`src/rtl/btn_event_pkg.sv`:
```
// Shared definitions for the button click classifier: channel state encoding
// and default timing constants (in 1 ms ticks).
package btn_event_pkg;

  typedef enum logic [2:0] {
    IDLE    = 3'd0,
    PRESSED = 3'd1,
    LHELD   = 3'd2,
    WAIT2   = 3'd3,
    PRESS2  = 3'd4
  } state_t;

  localparam int DEF_LONG_MS = 1000;
  localparam int DEF_DBL_MS  = 300;

  function automatic int max_int(input int a, input int b);
    return (a > b) ? a : b;
  endfunction

endpackage

```
`src/rtl/btn_event_ch.sv`:
```
// One button channel: edge detector, click-classification FSM and tick counter.
// Event outputs are registered one-clock pulses.
module btn_event_ch
  import btn_event_pkg::*;
#(
  parameter int LONG_MS = DEF_LONG_MS,
  parameter int DBL_MS  = DEF_DBL_MS
) (
  input  logic   clk,
  input  logic   rst_n,
  input  logic   tick,
  input  logic   btn,
  output logic   short_press,
  output logic   long_press,
  output logic   dbl_click,
  output state_t state_dbg
);

  localparam int MAX_MS = max_int(LONG_MS, DBL_MS);
  localparam int CW     = $clog2(MAX_MS);
  localparam logic [CW-1:0] LONG_LAST = CW'(LONG_MS - 1);
  localparam logic [CW-1:0] DBL_LAST  = CW'(DBL_MS - 1);

  state_t        state, state_n;
  logic [CW-1:0] cnt, cnt_n;
  logic          prev;
  logic          rise, fall;
  logic          short_n, long_n, dbl_n;

  assign rise      = btn & ~prev;
  assign fall      = ~btn & prev;
  assign state_dbg = state;

  // prev resets high so a button held through reset never looks like a press.
  always_ff @(posedge clk or negedge rst_n) begin
    if (!rst_n) begin
      state       <= IDLE;
      cnt         <= '0;
      prev        <= 1'b1;
      short_press <= 1'b0;
      long_press  <= 1'b0;
      dbl_click   <= 1'b0;
    end else begin
      state       <= state_n;
      cnt         <= cnt_n;
      prev        <= btn;
      short_press <= short_n;
      long_press  <= long_n;
      dbl_click   <= dbl_n;
    end
  end

  // Edges are tested before timeouts so an edge wins a same-cycle collision.
  always_comb begin
    state_n = state;
    cnt_n   = cnt;
    short_n = 1'b0;
    long_n  = 1'b0;
    dbl_n   = 1'b0;
    case (state)
      IDLE: begin
        if (rise) begin
          state_n = PRESSED;
          cnt_n   = '0;
        end
      end
      PRESSED: begin
        if (fall) begin
          state_n = WAIT2;
          cnt_n   = '0;
        end else if (tick) begin
          if (cnt == LONG_LAST) begin
            long_n  = 1'b1;
            state_n = LHELD;
            cnt_n   = '0;
          end else begin
            cnt_n = cnt + 1'b1;
          end
        end
      end
      LHELD: begin
        if (fall) begin
          state_n = IDLE;
          cnt_n   = '0;
        end
      end
      WAIT2: begin
        if (rise) begin
          dbl_n   = 1'b1;
          state_n = PRESS2;
          cnt_n   = '0;
        end else if (tick) begin
          if (cnt == DBL_LAST) begin
            short_n = 1'b1;
            state_n = IDLE;
            cnt_n   = '0;
          end else begin
            cnt_n = cnt + 1'b1;
          end
        end
      end
      PRESS2: begin
        if (fall) begin
          state_n = IDLE;
          cnt_n   = '0;
        end
      end
      default: begin
        state_n = IDLE;
        cnt_n   = '0;
      end
    endcase
  end

endmodule

```
`src/rtl/btn_event.sv`:
```
// Per-button click classifier: N independent channels turning debounced levels
// into short-press, long-press and double-click pulses.
module btn_event
  import btn_event_pkg::*;
#(
  parameter int N       = 2,
  parameter int LONG_MS = DEF_LONG_MS,
  parameter int DBL_MS  = DEF_DBL_MS
) (
  input  logic           clk,
  input  logic           rst_n,
  input  logic           tick,
  input  logic [N-1:0]   btnDb,
  output logic [N-1:0]   shortPress,
  output logic [N-1:0]   longPress,
  output logic [N-1:0]   dblClick,
  output logic [3*N-1:0] dbg_state
);

  for (genvar i = 0; i < N; i++) begin : g_ch
    state_t st;

    btn_event_ch #(
      .LONG_MS (LONG_MS),
      .DBL_MS  (DBL_MS)
    ) u_ch (
      .clk         (clk),
      .rst_n       (rst_n),
      .tick        (tick),
      .btn         (btnDb[i]),
      .short_press (shortPress[i]),
      .long_press  (longPress[i]),
      .dbl_click   (dblClick[i]),
      .state_dbg   (st)
    );

    assign dbg_state[3*i +: 3] = st;
  end

endmodule

```
`config.mk`:
```
export PLATFORM = sky130hd
export DESIGN_NAME = btn_event
export DESIGN_NICKNAME = d
export VERILOG_FILES = /design/src/rtl/btn_event_pkg.sv /design/src/rtl/btn_event_ch.sv /design/src/rtl/btn_event.sv
export SDC_FILE = /design/constraint.sdc
export NUM_CORES = 1
export LEC_CHECK = 0
export ABC_AREA = 1
export BUFFER_PORTS_ARGS = -buffer_cell sky130_fd_sc_hd__clkbuf_2
export CAP_MARGIN = 0
export CORE_MARGIN = 8
export CORE_UTILIZATION = 50
export DETAILED_ROUTE_END_ITERATION = 8
export GPL_TIMING_DRIVEN = 0
export PLACE_DENSITY = 0.68
export SLEW_MARGIN = 20
export SYNTH_ARGS = -nofsm -noshare
export SYNTH_HDL_FRONTEND = slang
export SYNTH_SLANG_ARGS = --single-unit
```
`constraint.sdc`:
```
create_clock -name clk -period 1.5 [get_ports clk]
set_input_delay 0.15 -clock clk [delete_from_list [all_inputs] [get_ports clk]]
set_output_delay 0.15 -clock clk [all_outputs]
set_load 0.005 [all_outputs]
```
# Word-level counts from Yosys, hierarchy flattened
# Cells that the tools add are included.
# totals
register_bits	34
latch_bits	0
ram_bits	0
romBits	0
output_inout_bits	12
word_cells	110
mem_count	0
# op_classes
addsub	2
multipliers	0
n_div	0
n_lt_le_gt_ge	0
eq_ne	24
shifts	0
n_mux	56
bitwise	8
n_reduce_logical	8
# ops
cell	n
10-bit 2-to-1 mux	16
10-bit case mux with 4 select lines	2
3-bit 2-to-1 mux	16
3-bit case mux with 4 select lines	2
10-bit by 1-bit adder with 10-bit output (second input constant)	2
10-bit == test (second input constant)	2
10-bit by 9-bit == test with 1-bit output (second input constant)	2
1-bit 2-to-1 mux	20
3-bit by 2-bit == test with 1-bit output (second input constant)	4
3-bit by 1-bit != test with 1-bit output (second input constant)	4
3-bit by 2-bit != test with 1-bit output (second input constant)	4
6-bit AND reduction	2
2-bit by 1-bit != test with 1-bit output (second input constant)	4
4-bit AND reduction	2
3-bit by 1-bit == test with 1-bit output (second input constant)	2
3-bit == test (second input constant)	2
3-bit logical NOT	2
1-bit AND	4
1-bit NOT	4
2-bit OR reduction	2

# Depth between registers and ports, before layout
# Gate-level depths: netlist of the first run.
# logic_depth
ltp_word	5
depth_mapped	10
ltp_nobuf	10

# Modules after synthesis
# A second synthesis of the first run with hierarchy kept.
# unflattened
hier_cells	295
hier_area_um2	2179.6
# by_module_without_submodules
mod	n_inst	cells_each	area_each_um2	seq_area_each_um2
btn_event_ch at g_ch[0].u_ch	1	152	1099.8	426.7
btn_event_ch at g_ch[1].u_ch	1	143	1079.8	426.7

# Worst setup path before layout of the first run
# OpenSTA, ideal clock, no wires.
# synth_timing
path_kind	reg-to-reg
startpoint	register g_ch[0].u_ch.prev
endpoint	register g_ch[0].u_ch.state[2]
setup_time_ps	117
arrival_ps	1227
t_required_ps	1383
slack_ps	156
path_stages_with_launch	10
path_buffers	0
path_cell_list	dfstp_2 > nand2_1 > nand3_1 > nand2_2 > nand2_4 > nand2_8 > inv_6 > nand2_8 > nand2_1 > nand2_1
# synth_via
elab_chain_len	4
word_cells_on_any_way	13
cone_classes	eq/ne: 6; mux: 3; bitwise: 3; reduce/logical: 1
# synth_lines
element	line_no	text
from (decl)	btn_event_ch.sv:26	logic prev;
from (signal assigned)	btn_event_ch.sv:46	prev <= btn;
1-bit NOT	btn_event_ch.sv:30	assign rise = btn & ~prev;
1-bit AND	btn_event_ch.sv:30	
3-bit by 1-bit != test with 1-bit output (no source line), or another cell as far along	--	
6-bit AND reduction (no source line) or 3-bit case mux with 4 select lines (tied branches)	--	
to (signal assigned)	btn_event_ch.sv:44	state <= state_n;
to (decl)	btn_event_ch.sv:24	state_t state, state_n;
# Parallel ways exist; a longest one is shown, timed or not.
# A chain may end at the register's enable or synchronous reset.

# Worst setup path in the final report of the first run
# layout_timing
startpoint	register g_ch[0].u_ch.prev
endpoint	register g_ch[0].u_ch.cnt[6]
# layout_via
elab_chain_len	4
word_cells_on_any_way	11
cone_classes	eq/ne: 4; mux: 3; bitwise: 3; reduce/logical: 1
# layout_lines
element	line_no	text
1-bit NOT	btn_event_ch.sv:30	
1-bit AND	btn_event_ch.sv:30	
3-bit by 2-bit != test with 1-bit output (no source line), or another cell as far along	--	
4-bit AND reduction (no source line) or 10-bit case mux with 4 select lines (tied branches)	--	
to (signal assigned)	btn_event_ch.sv:45	cnt <= cnt_n;
to (decl)	btn_event_ch.sv:25	logic [CW-1:0] cnt, cnt_n;
# Parallel ways exist; a longest one is shown, timed or not.

==> summary.md, run 1 <==
| Metric | Value |
|---|---|
| Min Tclk post-route | 1.445 ns |
| Critical path's slowest cell | dfstp_2 |
| Fraction of layout instances using a drive strength above 1 | 0.3079 |
| RSZ-0062 raised after global routing | true |
| Setup violations, final | 0 |
| CP arrival | 1.67 ns |
| Initial Utilization | 0.5264 |
| Leak Pwr | 1.379 nW |
| Yosys top cell area share | 0.3776 |
| Nets@finish | 347 |
| GRT Util Overall | 0.1449 |
| CTS tree | yes |
| Filler instances | 370 |
| Status | complete, no violations |
| Gr ovfl total | 0 |
| First drt pass iteration count | 4 |
| Vias | 1920 |
| Setup TNS | 0 ns |
| Num rows | 23 |
| Area of the die | 6581 sq um |
| Primary FF master, synth | dfrtp_1 |
| Crit-path cells | inv_1, nand2_2, nand2_4, nand2_4, nand2_4, nand2_8, inv_8, nand2_8, nand2_2, nor2_2 |
| Routed Wire Length | 4703 microns |
| Hold Crit Start | btnDb[1] |
| Antenna Cells | 0 |
| Post-Syn Area | 2121 sq um |
| Worst setup EP type | flip-flop |
| H-tree depth | 2 |
| Clock slew at reported path FFs | 0.07 ns |
| DR WL/cell | 12.03 microns |
| Vert. Die Dim | 81.13 microns |
| Area Growth Syn to Fin | 25.43% |
| Type of the worst min-delay path | in -> reg |
| DRT iter0 DRCs | 111 |
| Syn_nets | 301 |
| Top Ports | 17 |
| Hold Path End | g_ch[1].u_ch.dbl_click |
| Top cells by area, synth | dfrtp_1 38%, nand2_1 16%, nand3_1 7.6% |
| Final period utilization | 0.9634 |
| Avg Inst Size Synth | 7.214 sq um |
| Die Span X | 81.13 microns |
| Max_cap viols | 0 |
| CP peak stage delay | 0.54 ns |
| CTS Root Cell | clkbuf_8 |
| Part of the Yosys area used for sequential elements | 0.4024 |
| Number of flops mapped to enable cells by yosys | 0 |
| Worst-Skew Late Latency | 0.29 ns |
| Core region area | 4029 sq um |
| Final Max Tran Viols | 0 |
| Power Density | 1421 nW/um^2 |
| DP HPWL | 3151 microns |
| Number of vias per cell | 4.910 |
| Final Hold Viols | 0 |
| Vias in the first global route | 1666 |
| Longest Clk Path Bufs | 2 |
| Cell count after synthesis | 294 |
| Worst R2R Path Depth | 10 |
| Post-route ant nets | 0 |
| Seq. cell area | 858.3 sq um |
| Multi-input logic area | 1170 sq um |
| Num CTS Buffers | 5 |
| Critical path class | reg -> reg |
| Worst Setup Start Kind | flip-flop |
| First-pass GRT wire length | 7410 microns |
| Most frequent cells in the layout | 78 x nand2_1, 39 x inv_1, 28 x dfrtp_1 |
| Sink Count | 34 |
| Post-Route Utilization | 0.6602 |
| Commonest non-fill, non-tap cell in the layout | nand2_1 |
| Dominant cell type by area after synthesis | dfrtp_1 |
| Port Buffers | 16 |
| Crit path max fanout | 8 |
| Hold Path Stages | 3 |
| R2R setup slack | 0.05 ns |
| Max frequency | 692.0 MHz |
| Largest net degree at the start of global routing | 35 |
| #FFs+latches synth | 34 |
| Initial antenna violation count | 0 |
| Worst-margin pin slew | 0.8170 ns |
| Asr flop ratio synth | 1.000 |
| Reg-to-reg startpoint | g_ch[0].u_ch.prev |
| Netlist cell types | 27 |
| Max-slew headroom | 0.4553 |
| Peak supply drop | 0.8799 mV |
| CP most frequent cell | nand2_4 |
| Post-route DRC | 0 |
| Critical R2R Capture | g_ch[0].u_ch.cnt[6] |
| RePlAce Congestion | 0.8475 |
| Req. time, crit path | 1.73 ns |
| Yosys Warn Count | 0 |
| Setup Skew | 0.005167 ns |
synth_stat cells, types with 3 or more instances:
library cell	number
nor2_2	7
nor3_1	7
nand2_1	90
buf_4	6
nand4_1	5
nand2_8	3
o21bai_1	3
nor2_1	30
inv_1	40
nand2_2	8
o21ai_1	6
nand3_1	32
dfrtp_1	32
a21oi_1	4
area by class of cell:
class / count / share of cell area
plain buffers: 6 / 0.01693
clock buffers: 7 / 0.03246
clock inverters: 1 / 0.001881
inverters: 44 / 0.06491
multi-input cells: 210 / 0.4398
flip-flops and latches: 34 / 0.3227
well taps: 50 / 0.02352
repair buffers: 39 / 0.09784
logic make-up (layout without fill, tap and decap cells):
family          count (synthesis)  count (layout)  synth area share
simple gates                  188             188            0.4260
xor+xnor                        4               4           0.01652
fa+ha+maj                       2               2           0.01180
buf+inv                        50              97            0.1015
compound gates                 16              16           0.04189
flops                          34              34            0.4024
stage by stage:
stage	instances	total power, mW	hold slack, ns	worst slack [ns]	area (sq um)
floorplan	294	2.321	-0.1456	0.1557	2121
global placement	360	2.666	0.2710	-0.03868	2263
detailed placement	360	2.679	0.2817	-0.06370	2263
CTS	376	3.535	0.1576	0.0007225	2452
global route	391	4.056	0.1582	-0.05635	2660
finish	391	3.781	0.1544	0.05492	2660
worst max-delay path by stage:
stage | from | end | slack, ns | cells past startpoint
after floorplan | g_ch[0].u_ch.prev | g_ch[0].u_ch.state_dbg[2] | 0.16 | 9
after global routing | g_ch[1].u_ch.cnt[1] | g_ch[1].u_ch.state_dbg[1] | -0.06 | 9
final | g_ch[0].u_ch.prev | g_ch[0].u_ch.cnt[6] | 0.05 | 10
after detailed placement | g_ch[1].u_ch.cnt[0] | g_ch[1].u_ch.state_dbg[1] | -0.06 | 9
after CTS | g_ch[1].u_ch.state_dbg[2] | g_ch[1].u_ch.cnt[7] | 0.0007 | 8
after global placement | g_ch[1].u_ch.cnt[0] | g_ch[1].u_ch.state_dbg[1] | -0.04 | 9
per-layer routing:
metal	share of wire	track usage	up-vias
li1	-	-	1009
met1	0.50	0.1999	867
met2	0.43	0.2085	37
met3	0.049	0.03974	7
met4	0.015	0.05893	0
met5	0	0	-
worst max-delay path: cells and delay by family (launching register included):
| family | cells | cell delay, ns |
|---|---|---|
| AND/OR/NAND/NOR | 8 | 0.71 |
| flip-flops | 1 | 0.54 |
| buffers and inverters | 2 | 0.12 |
sequential cells by signal, summed over array words and instances (netlist names):
register / flops
g_ch.u_ch.dbl_click: 2
g_ch.u_ch.short_press: 2
g_ch.u_ch.long_press: 2
g_ch.u_ch.state_dbg: 6
g_ch.u_ch.prev: 2
g_ch.u_ch.cnt: 20
what timing repair did:
item / CTS / global route
endpoints found under the setup margin: 16 / 25
setup buffers: 5 / 15
hold endpoints to repair: 34 / 0
hold buffers: 3 / 0
gates resized for setup: 9 / 28
pin swaps: 1 / 15
power by group:
part,switching (mW),total [mW],internal (mW)
Combinational,1.16,1.86,0.693
Sequential,0.149,1.20,1.05
Clock,0.357,0.727,0.371
Total,1.67,3.78,2.11
No activity file was read; power rests on OpenSTA's default activity.
==> run 2: changes to the inputs <==
--- a/config.mk
+++ b/config.mk
@@ -5,14 +5,14 @@
 export SDC_FILE = /design/constraint.sdc
 export NUM_CORES = 1
 export LEC_CHECK = 0
-export ABC_AREA = 1
+export ABC_AREA = 0
 export BUFFER_PORTS_ARGS = -buffer_cell sky130_fd_sc_hd__clkbuf_2
 export CAP_MARGIN = 0
 export CORE_MARGIN = 8
 export CORE_UTILIZATION = 50
 export DETAILED_ROUTE_END_ITERATION = 8
 export GPL_TIMING_DRIVEN = 0
-export PLACE_DENSITY = 0.68
+export PLACE_DENSITY = 0.69
 export SLEW_MARGIN = 20
 export SYNTH_ARGS = -nofsm -noshare
 export SYNTH_HDL_FRONTEND = slang
==> run 2 against run 1 <==
The flow now finishes with violations (negative hold slack, negative setup slack). Critical path type unchanged. Clock power is 13% higher. Combinational power rose by 32%. Largest cell class unchanged. Worst hold slack got worse by 0.16 ns. Worst setup slack worse by 0.53 ns. Total power increased by 19%. Clock-buffer cell count fell by 2.
==> summary.md, run 2 <==
| Metric | Value |
|---|---|
| Cell count after synthesis | 190 |
| Synth Area in Simple Gates | 0.2617 |
| Cell with the most instances after synthesis | dfrtp_1 |
| Top cells by count, synth | 32 x dfrtp_1, 16 x nand2_1, 16 x o21ai_0 |
| Initial Utilization | 0.5131 |
| Worst-Skew Late Latency | 0.29 ns |
| Part of the Yosys area used for sequential elements | 0.4577 |
| RSZ-0062 raised after global routing | true |
| Status | complete, but fails checks |
| Syn_nets | 197 |
| Hold Path Stages | 1 |
| Power Density | 1711 nW/um^2 |
| Mux contribution to synthesized area | 0.03020 |
| Largest net degree at the start of global routing | 35 |
| Peak supply drop | 1.165 mV |
| Yosys Warn Count | 0 |
| Setup violations, final | 26 |
| Fraction of layout instances using a drive strength above 1 | 0.4809 |
| RePlAce Congestion | 0.8424 |
| First-pass GRT wire length | 7728 microns |
| Most frequent cells in the layout | 26 x dfrtp_1, 23 x buf_4, 16 x clkbuf_2 |
| Port Buffers | 16 |
| Die Span X | 77.06 microns |
| Area of the die | 5938 sq um |
| DR WL/cell | 17.30 microns |
| Final period utilization | 1.314 |
| Commonest non-fill, non-tap cell in the layout | dfrtp_1 |
| Routed Wire Length | 4896 microns |
| Number of vias per cell | 5.989 |
| Hold Path End | g_ch[0].u_ch.prev |
| Fin worst setup slack | -0.4705 ns |
| Avg Inst Size Synth | 9.812 sq um |
| Vias in the first global route | 1714 |
| Worst Setup Start Kind | flip-flop |
| Yosys top cell area share | 0.4295 |
| Primary FF master, synth | dfrtp_1 |
| Critical path class | reg -> reg |
| Core region area | 3633 sq um |
| Vias | 1695 |
| Hold_ws | -0.004654 ns |
| Failing checks | negative hold slack, negative setup slack |
| CTS Root Cell | clkbuf_8 |
| Gr ovfl total | 0 |
| Post-route DRC | 0 |
| Number of flops mapped to enable cells by yosys | 0 |
| Critical R2R Capture | g_ch[0].u_ch.state_dbg[1] |
| Clock slew at reported path FFs | 0.07 ns |
| GRT Util Overall | 0.1540 |
| Largest register FFs | 20 |
| Crit path max fanout | 5 |
| Final Hold Viols | 1 |
| Post-synthesis xor/xnor area fraction | 0 |
| H-tree depth | 2 |
| Vert. Die Dim | 77.06 microns |
| Setup Skew | 0.007776 ns |
| CTS tree | yes |
| Sink Count | 34 |
| Max frequency | 507.5 MHz |
| Num rows | 22 |
| Compound-gate portion of the synthesized area | 0.1872 |
| CP arrival | 2.14 ns |
| Main combinational cell family by area after synthesis | simple AND/OR/NAND/NOR gates |
| Netlist cell types | 47 |
| DP HPWL | 2805 microns |
| Reg-to-reg startpoint | g_ch[0].u_ch.cnt[6] |
| Longest Clk Path Bufs | 2 |
| Post-route ant nets | 0 |
| Antenna Cells | 0 |
| Nets@finish | 241 |
| Worst setup EP type | flip-flop |
| Leak Pwr | 1.158 nW |
| Req. time, crit path | 1.67 ns |
| Top cells by area, synth | dfrtp_1 43%, o21ai_0 4.3%, a22o_1 3.8% |
| Max-slew headroom | 0.4359 |
| Area Growth Syn to Fin | 40.87% |
| #FFs+latches synth | 34 |
| Total chip power | 4.493 mW |
| Asr flop ratio synth | 1.000 |
| Dominant cell type by area after synthesis | dfrtp_1 |
| Final Max Tran Viols | 0 |
| Placed Area | 2100 sq um |
| Type of the worst min-delay path | in -> reg |
| Min Tclk post-route | 1.970 ns |
| Design area | 2626 sq um |
| Post-Syn Area | 1864 sq um |
| Initial antenna violation count | 0 |
| Hold Crit Start | btnDb[0] |
| Worst-margin pin slew | 0.8462 ns |
| Adder-cell area share of the yosys netlist | 0.01342 |
| First drt pass iteration count | 4 |
| Worst R2R Path Depth | 6 |
| Biggest register | g_ch.u_ch.cnt |
| Max_cap viols | 0 |
| Num CTS Buffers | 5 |
| DRT iter0 DRCs | 154 |
| R2R setup slack | -0.47 ns |
| Top Ports | 17 |
==> run 2: per-layer routing <==
layer | global-route usage | wire, microns | vias up
li1 | - | - | 794
met3 | 0.04079 | 179 | 8
met5 | 0 | 0 | -
met1 | 0.1632 | 1934 | 860
met4 | 0.04906 | 57 | 0
met2 | 0.2872 | 2724 | 33
==> run 2: how the worst max path moves through the flow <==
stage                                endpoint  cells after the start                       from  slack, ns
CTS                       g_ch[0].u_ch.cnt[8]                      5  g_ch[0].u_ch.state_dbg[0]      -0.47
floorplan                 g_ch[0].u_ch.cnt[8]                      6  g_ch[0].u_ch.state_dbg[2]      -0.53
global route              g_ch[0].u_ch.cnt[8]                      5  g_ch[0].u_ch.state_dbg[0]      -0.54
global placement    g_ch[0].u_ch.state_dbg[1]                      7  g_ch[0].u_ch.state_dbg[2]      -0.61
detailed placement  g_ch[0].u_ch.state_dbg[0]                      7  g_ch[0].u_ch.state_dbg[2]      -0.66
finish              g_ch[0].u_ch.state_dbg[1]                      6        g_ch[0].u_ch.cnt[6]      -0.47
==> run 2: worst max-delay path, stage by stage (launching register included) <==
cell and delay, ns:
dfrtp_1 0.44, nor4_1 0.38, and4_1 0.25, o22a_2 0.21
nor2b_1 0.14, buf_4 0.15, mux2_4 0.30
==> run 2: what timing repair did <==
action | CTS | global route
endpoints found under the hold margin | 34 | 0
cloned | 1 | 0
resized for setup | 34 | 28
hold buffers | 2 | 0
setup endpoints to repair | 26 | 26
pin swaps | 15 | 11
setup buffers | 16 | 7
==> run 2: cells by family (layout without fill, tap and decap cells) <==
logic type	count (synthesis)	count (layout)
adder cells (fa/ha/maj)	2	2
AND/OR/NAND/NOR	82	83
flip-flops	34	34
buffers and inverters	16	60
AO/OA/AOI/OAI	51	51
multiplexers	5	5
==> run 2: per-stage QoR <==
step,util,setup WS (ns),instances,setup TNS (ns)
2_1_floorplan,-,-0.5263,190,-6.251
3_3_place_gp,0.5778,-0.6076,254,-9.529
3_5_place_dp,0.5778,-0.6595,254,-10.57
4_1_cts,0.6818,-0.4749,278,-7.685
5_1_grt,0.7228,-0.5384,283,-9.400
6_report,0.7228,-0.4705,283,-7.591
==> run 2: report_power, final <==
group          total, mW  internal (mW)  switching (mW)
clock              0.823          0.489           0.334
combinational       2.45           1.27            1.18
sequential          1.22           1.05           0.166
==> run 2: area by class of cell <==
| type | instances | area, sq um |
|---|---|---|
| plain buffers | 10 | 86.33 |
| clock buffers | 5 | 68.82 |
| clock inverters | 3 | 40.04 |
| fillers | 268 | 1007 |
| inverters | 3 | 11.26 |
| multi-input cells | 141 | 1205 |
| flip-flops and latches | 34 | 860.8 |
| well taps | 48 | 60.06 |
| repair buffers | 39 | 294.0 |
